File: config.mk
export PLATFORM = sky130hd
export DESIGN_NAME = password_access_fsm
export DESIGN_NICKNAME = d
export VERILOG_FILES = /design/src/rtl/password_access_fsm.sv
export SDC_FILE = /design/constraint.sdc
export NUM_CORES = 1
export LEC_CHECK = 0
export ABC_AREA = 1
export BUFFER_PORTS_ARGS = -buffer_cell sky130_fd_sc_hd__clkbuf_2
export CAP_MARGIN = 20
export CORE_MARGIN = 3
export CORE_UTILIZATION = 53
export DETAILED_ROUTE_END_ITERATION = 8
export PLACE_DENSITY = 0.77
export SLEW_MARGIN = 0
export SYNTH_ARGS = -nofsm -noshare
export SYNTH_HDL_FRONTEND = slang
export SYNTH_SLANG_ARGS = --single-unit
File: constraint.sdc
create_clock -name clk -period 1.5 [get_ports clk]
set_input_delay 0.375 -clock clk [delete_from_list [all_inputs] [get_ports clk]]
set_output_delay 0.375 -clock clk [all_outputs]
set_load 0.02 [all_outputs]
File: src/rtl/password_access_fsm.sv
// password_access_fsm
// Four-digit password gate placed in front of the game's guess register.
// Each digit is confirmed by a one-cycle enter pulse. A correct sequence
// raises enable until logout. MAX_FAIL consecutive failures trigger a
// timed lockout, and all keypad input is ignored while it lasts.
//
// Ports
//   clk        system clock, rising edge
//   rts        asynchronous active-low reset
//   enter      one-cycle enter pulse
//   digit_in   switch value sampled with enter
//   logout     one-cycle pulse that revokes access
//   enable     access granted (guess register enable)
//   locked     lockout in progress
//   digit_cnt  digits accepted in the current attempt
//   fail_cnt   consecutive failed attempts
//   pw_bad     one-cycle pulse per failed attempt
//
// state   | meaning
// ENTRY   | collecting digits; logout ignored
// CHECK   | one-cycle verdict on the collected attempt
// GRANTED | access open until logout
// LOCKOUT | keypad ignored for LOCK_CYCLES cycles
module password_access_fsm #(
  parameter logic [3:0] PW_D0       = 4'h5,
  parameter logic [3:0] PW_D1       = 4'h2,
  parameter logic [3:0] PW_D2       = 4'h9,
  parameter logic [3:0] PW_D3       = 4'h3,
  parameter int         MAX_FAIL    = 3,
  parameter int         LOCK_CYCLES = 16
) (
  input  logic       clk,
  input  logic       rts,
  input  logic       enter,
  input  logic [3:0] digit_in,
  input  logic       logout,
  output logic       enable,
  output logic       locked,
  output logic [1:0] digit_cnt,
  output logic [1:0] fail_cnt,
  output logic       pw_bad
);

  localparam int LCW = $clog2(LOCK_CYCLES + 1);

  typedef enum logic [1:0] {
    ENTRY   = 2'd0,
    CHECK   = 2'd1,
    GRANTED = 2'd2,
    LOCKOUT = 2'd3
  } state_t;

  state_t         state_q, state_d;
  logic [1:0]     digit_q, digit_d;
  logic [1:0]     fail_q, fail_d;
  logic           mism_q, mism_d;
  logic [LCW-1:0] lock_q, lock_d;
  logic [3:0]     exp_digit;

  always_ff @(posedge clk or negedge rts) begin
    if (!rts) begin
      state_q <= ENTRY;
      digit_q <= '0;
      fail_q  <= '0;
      mism_q  <= 1'b0;
      lock_q  <= '0;
    end else begin
      state_q <= state_d;
      digit_q <= digit_d;
      fail_q  <= fail_d;
      mism_q  <= mism_d;
      lock_q  <= lock_d;
    end
  end

  always_comb begin
    exp_digit = PW_D0;
    case (digit_q)
      2'd0:    exp_digit = PW_D0;
      2'd1:    exp_digit = PW_D1;
      2'd2:    exp_digit = PW_D2;
      default: exp_digit = PW_D3;
    endcase
  end

  always_comb begin
    state_d = state_q;
    digit_d = digit_q;
    fail_d  = fail_q;
    mism_d  = mism_q;
    lock_d  = lock_q;
    enable  = 1'b0;
    locked  = 1'b0;
    pw_bad  = 1'b0;

    unique case (state_q)
      ENTRY: begin
        if (enter) begin
          // Sticky flag: every digit is still consumed, so the user
          // cannot tell which position was wrong.
          if (digit_in != exp_digit) mism_d = 1'b1;
          if (digit_q == 2'd3) begin
            digit_d = 2'd0;
            state_d = CHECK;
          end else begin
            digit_d = digit_q + 2'd1;
          end
        end
      end

      CHECK: begin
        mism_d = 1'b0;
        if (!mism_q) begin
          fail_d  = 2'd0;
          state_d = GRANTED;
        end else begin
          pw_bad = 1'b1;
          if (int'(fail_q) + 1 < MAX_FAIL) begin
            fail_d  = fail_q + 2'd1;
            state_d = ENTRY;
          end else begin
            fail_d  = 2'(MAX_FAIL);
            lock_d  = LCW'(LOCK_CYCLES);
            state_d = LOCKOUT;
          end
        end
      end

      GRANTED: begin
        enable = 1'b1;
        // A simultaneous enter belongs to the guess register, never a digit.
        if (logout) begin
          digit_d = 2'd0;
          state_d = ENTRY;
        end
      end

      LOCKOUT: begin
        locked = 1'b1;
        lock_d = lock_q - LCW'(1);
        // Counter loaded with LOCK_CYCLES and leaving on 1 gives exactly
        // LOCK_CYCLES cycles in this state.
        if (lock_q == LCW'(1)) begin
          fail_d  = 2'd0;
          state_d = ENTRY;
        end
      end

      default: state_d = ENTRY;
    endcase
  end

  assign digit_cnt = digit_q;
  assign fail_cnt  = fail_q;

endmodule

# Yosys cells after proc, flatten, opt, wreduce, memory -nomap -nowiden
# Index checks and enable logic that the tools add are counted.
[totals]
regBits = 12
wordCells = 59
[classes]
n_addsub = 4
magnitude_cmp = 1
n_eq_ne = 15
n_mux = 24
n_reduce_logical = 10
[ops]
columns = ["cell", "n"]
rows = [
  ["$mux W2", 10],
  ["$ne A2 B2 Y1 const B", 7],
  ["$pmux W4 S3", 1],
  ["$mux W5", 2],
  ["$pmux W5 S2", 1],
  ["$reduce_and A3 Y1", 3],
  ["$eq A2 B2 Y1 const B", 4],
  ["$pmux W2 S2", 2],
  ["$pmux W2 S4", 1],
  ["$mux W1", 6],
  ["$reduce_bool A2 Y1", 3],
  ["$eq A5 B1 Y1 const B", 1],
  ["$sub A5 B1 Y5 const B", 1],
  ["$add A2 B1 Y2 const B", 2],
  ["$eq A2 B1 Y1 const B", 2],
  ["$logic_not A2 Y1", 2],
  ["$ne A4 B4 Y1", 1],
  ["$reduce_and A4 Y1", 1],
  ["$add A2 B1 Y3 const B", 1],
  ["$lt A3 B2 Y1 const B", 1],
  ["$pmux W1 S2", 1],
  ["$reduce_and A2 Y1", 1],
]

# Longest topological paths before layout
[depth]
word_depth = 6
mapped_depth = 9
depth_no_buf = 9

# Least setup slack after synthesis
# Ideal clock, no wire load.
[synth_timing]
path_type = "flip-flop to output port"
from = "register state_q[0]"
to = "output port pw_bad"
arrival_ps = 978
t_required_ps = 1125
path_slack_ps = 147
path_stages_with_launch = 5
n_path_buf = 0
path_cell_list = "dfrtp_1 -> inv_2 -> nor2_1 -> inv_1 -> nor2_1"
[synth_via]
elab_chain_cells = 2
[synth_lines]
columns = ["element", "line", "rtl"]
rows = [
  ["start, declared", "53", "state_t state_q, state_d;"],
  ["start signal, assigned", "68", "state_q <= state_d;"],
  ["$eq A2 B1 Y1", "96", "unique case (state_q)"],
  ["$mux W1", "96", ""],
  ["end, declared", "41", "output logic pw_bad"],
]
# No other way between the ends.

# Worst setup path after layout
[layout_timing]
from = "register state_q[1]"
to = "output port enable"
[layout_via]
elab_chain_cells = 2
[layout_lines]
columns = ["element", "line", "rtl"]
rows = [
  ["$eq A2 B2 Y1", "96", ""],
  ["$mux W1", "96", ""],
  ["end, declared", "37", "output logic enable,"],
]
# No other way between the ends.

==> flow_summary.toml <==
[run_status]
status = "finished, violations left"
failed_checks = "setup timing"

[logic_synthesis]
synthAdderAreaFrac_pct = 12.1
synth_edf_count = 0
netlist-cell-type-count = 23
synth.most_common_cell = "nand2_1"
synth.top_cell.area_share_pct = 36.3
combinational_family_with_the_most_area_after_synthesis = "simple AND/OR/NAND/NOR gates"
synth.yosys.seq_area_share_pct = 36.3
synth_top_cell_by_area = "dfrtp_1"
synth_simple_gate_area_share_pct = 25.6
yosys.area_share.xor_xnor_pct = 1.06
synthTopCellsByCount = "27 x nand2_1, 17 x inv_1, 12 x dfrtp_1"
synthCells = 109
syn-cell-area_um2 = 827
synth_compound_gate_area_share_pct = 14.8
ys_seq_elements = 12
main_area_contributors_after_synthesis = "dfrtp_1 36%, nand2_1 12%, ha_1 12%"
synthesized_area_per_cell_um2 = 7.59
ys.warnings.count = 0
postSynth.topFlopCell = "dfrtp_1"
yosys-mux-area-fraction_pct = 0
net_count_after_synthesis = 125
ys_async_sr_fraction_pct = 100

[timing]
fin_crit_sh_pct = 104
final_critical_path_setup_slack_ns = -0.0568
hold_viol = 0
slew_viol_final = 0
unrepaired_setup_endpoints_after_global_routing = "yes"
final_setup_violation_count = 3
relSlewSlack_pct = 79.1
max_clock_freq_mhz = 642
clock_skew_ns = 0.00202
fin_crit_ns = 1.56
worst_slew_pin_slew_ns = 0.311

[cells_and_area]
stdcell_count = 149
drive_gt1_share_pct = 31.3
final_core_util_pct = 76.4
area_growth_pct = 27.7
antennaDiodeCount = 0
finalInstanceArea_um2 = 1060
n_fill_cell = 98
final_nets = 151

[global_route]
track_usage_pct = 21.0
initial_antenna_violation_count = 0
first_global_vias = 728
grt_pass1_wl_um = 3060
grt_max_degree = 13
grt_overflow = 0

[place]
placed_cells_incl_taps = 138
globalplace.congestion = 0.744
place.detailed.hpwl_um = 1190
detailed_place.area_um2 = 916
numPortBuffers = 14

[hold_path]
holdCritPathClass = "in2reg"
hold_path_end = "digit_cnt[1]$_DFFE_PN0P_"
min_from = "enter"
hold_path_depth = 5

[floorplan]
chipWidth_um = 45.5
die_y_um = 45.5
floorplan.die_area_um2 = 2070
num_io_pins = 15
core_area_um2 = 1380
total_number_of_placement_rows = 13
starting_density_pct = 59.8

[job]
cap_violations = 0

[setup_path]
rr_worst_depth = 9
crit-reg2reg-capture = "mism_q$_DFFE_PN0P_"
timing.critical_path.to_type = "output port"
timing.rr.start = "digit_cnt[0]$_DFFE_PN0P_"
startpoint_type = "flip-flop"
r2r_setup_slack_ns = 0.17
cp.required_ns = 1.12
worst_ep_arrival_time_ns = 1.18
timing_worst_setup_path_type = "reg2out"
crit_start = "state_q[1]$_DFFE_PN0P_"
crit_path_max_fanout = 5

[route]
drt-wirelength-per-cell_um = 12.2
detail_route.drc_violations = 0
detail_route.vias_per_cell = 5.18
drt.antenna.violating_nets = 0
route.vias.total = 772
drtPass1Iterations = 4
postRouteWirelength_um = 1810
first_iter_violations = 19

[power_and_ir_drop]
power.density_cell_area_nw_per_um2 = 2060
vdd_ir_drop_max_v = 0.00115
total_leakage_power_nw = 0.583

[clock_tree]
clkSlewWorstSetupHoldPaths_ns = 0.08
clock_latency_ns = 0.29
ctsHtreeMaxLevel = 1
tritoncts = "done"
cts_num_sinks = 12
clockBufferDepth = 2
cts_buffers = 3
cts.root.buffer_cell = "clkbuf_4"
## layout make-up
type	instances	area (um^2)	share of cell area, %
multi-input cells	76	465	44.1
inverters	21	88.8	8.41
flip-flops and latches	12	303	28.7
repair buffers	21	144	13.6
well taps	15	18.8	1.78
clock buffers	4	36.3	3.44
## critical path: stages (launching register included)
cell,delay [ns]
dfrtp_2,0.48
buf_4,0.17
inv_4,0.07
nor2_4,0.04
clkbuf_8,0.14
## cell usage in the layout (no fill, tap or decap), drive strengths merged, types with 2 or more instances in the layout
| cell | Yosys | layout |
|---|---|---|
| nand2 | 31 | 31 |
| inv | 20 | 20 |
| clkbuf | 0 | 17 |
| dfrtp | 12 | 12 |
| nor2 | 10 | 10 |
| o21ai | 9 | 9 |
| ha | 8 | 8 |
| buf | 0 | 7 |
| nand3 | 6 | 6 |
| a21oi | 3 | 3 |
| o211ai | 2 | 2 |
| o22ai | 2 | 2 |
## state kept, by name, summed over array words and instances, names as in the netlist
register and cells:
mism_q 1, lock_q 5, digit_cnt 2, state_q 2, fail_cnt 2
## per-layer routing
layer  vias up  track usage, %  part of all wire, %
met2        20            32.9                   47
met5         -               0                    0
li1        392               -                    -
met4         0            12.3                  2.6
met3         5            5.93                  5.0
met1       355            25.3                   46
## through the flow
stage / total power, mW / hold slack (ns) / worst slack, ns / setup TNS, ns
6_report: 2.17 / 0.442 / -0.0568 / -0.0987
5_1_grt: 2.37 / 0.471 / -0.0849 / -0.209
4_1_cts: 2.12 / 0.414 / -0.0575 / -0.107
3_5_place_dp: 1.67 / 0.279 / 0.0980 / 0
3_3_place_gp: 1.63 / 0.277 / 0.158 / 0
2_1_floorplan: 1.42 / 0.0794 / 0.147 / 0
## worst max-delay path by stage
| stage | endpoint | cells after the start |
|---|---|---|
| 3_5_place_dp | pw_bad | 5 |
| 4_1_cts | pw_bad | 5 |
| 3_3_place_gp | pw_bad | 5 |
| 6_report | enable | 4 |
| 5_1_grt | enable | 4 |
| 2_1_floorplan | pw_bad | 4 |
## timing repair
| item | 4_1_cts | 5_1_grt |
|---|---|---|
| endpoints found under the hold margin | 12 | 0 |
| setup endpoints to repair | 3 | 3 |
| hold buffers | 1 | 0 |
| pin swaps | 2 | 2 |
| gates resized for setup | 12 | 5 |
| buffers inserted | 6 | 0 |
## where the power goes
group | switching (mW) | internal (mW)
logic | 0.707 | 0.528
clock network | 0.127 | 0.148
registers | 0.186 | 0.475
## cells by family after synthesis
group                    Yosys count
AND/OR/NAND/NOR                   48
adder cells (fa/ha/maj)            8
XOR/XNOR                           1
buffers and inverters             21
AO/OA/AOI/OAI                     19
flip-flops                        12
Power figures use the tool's default switching activity.
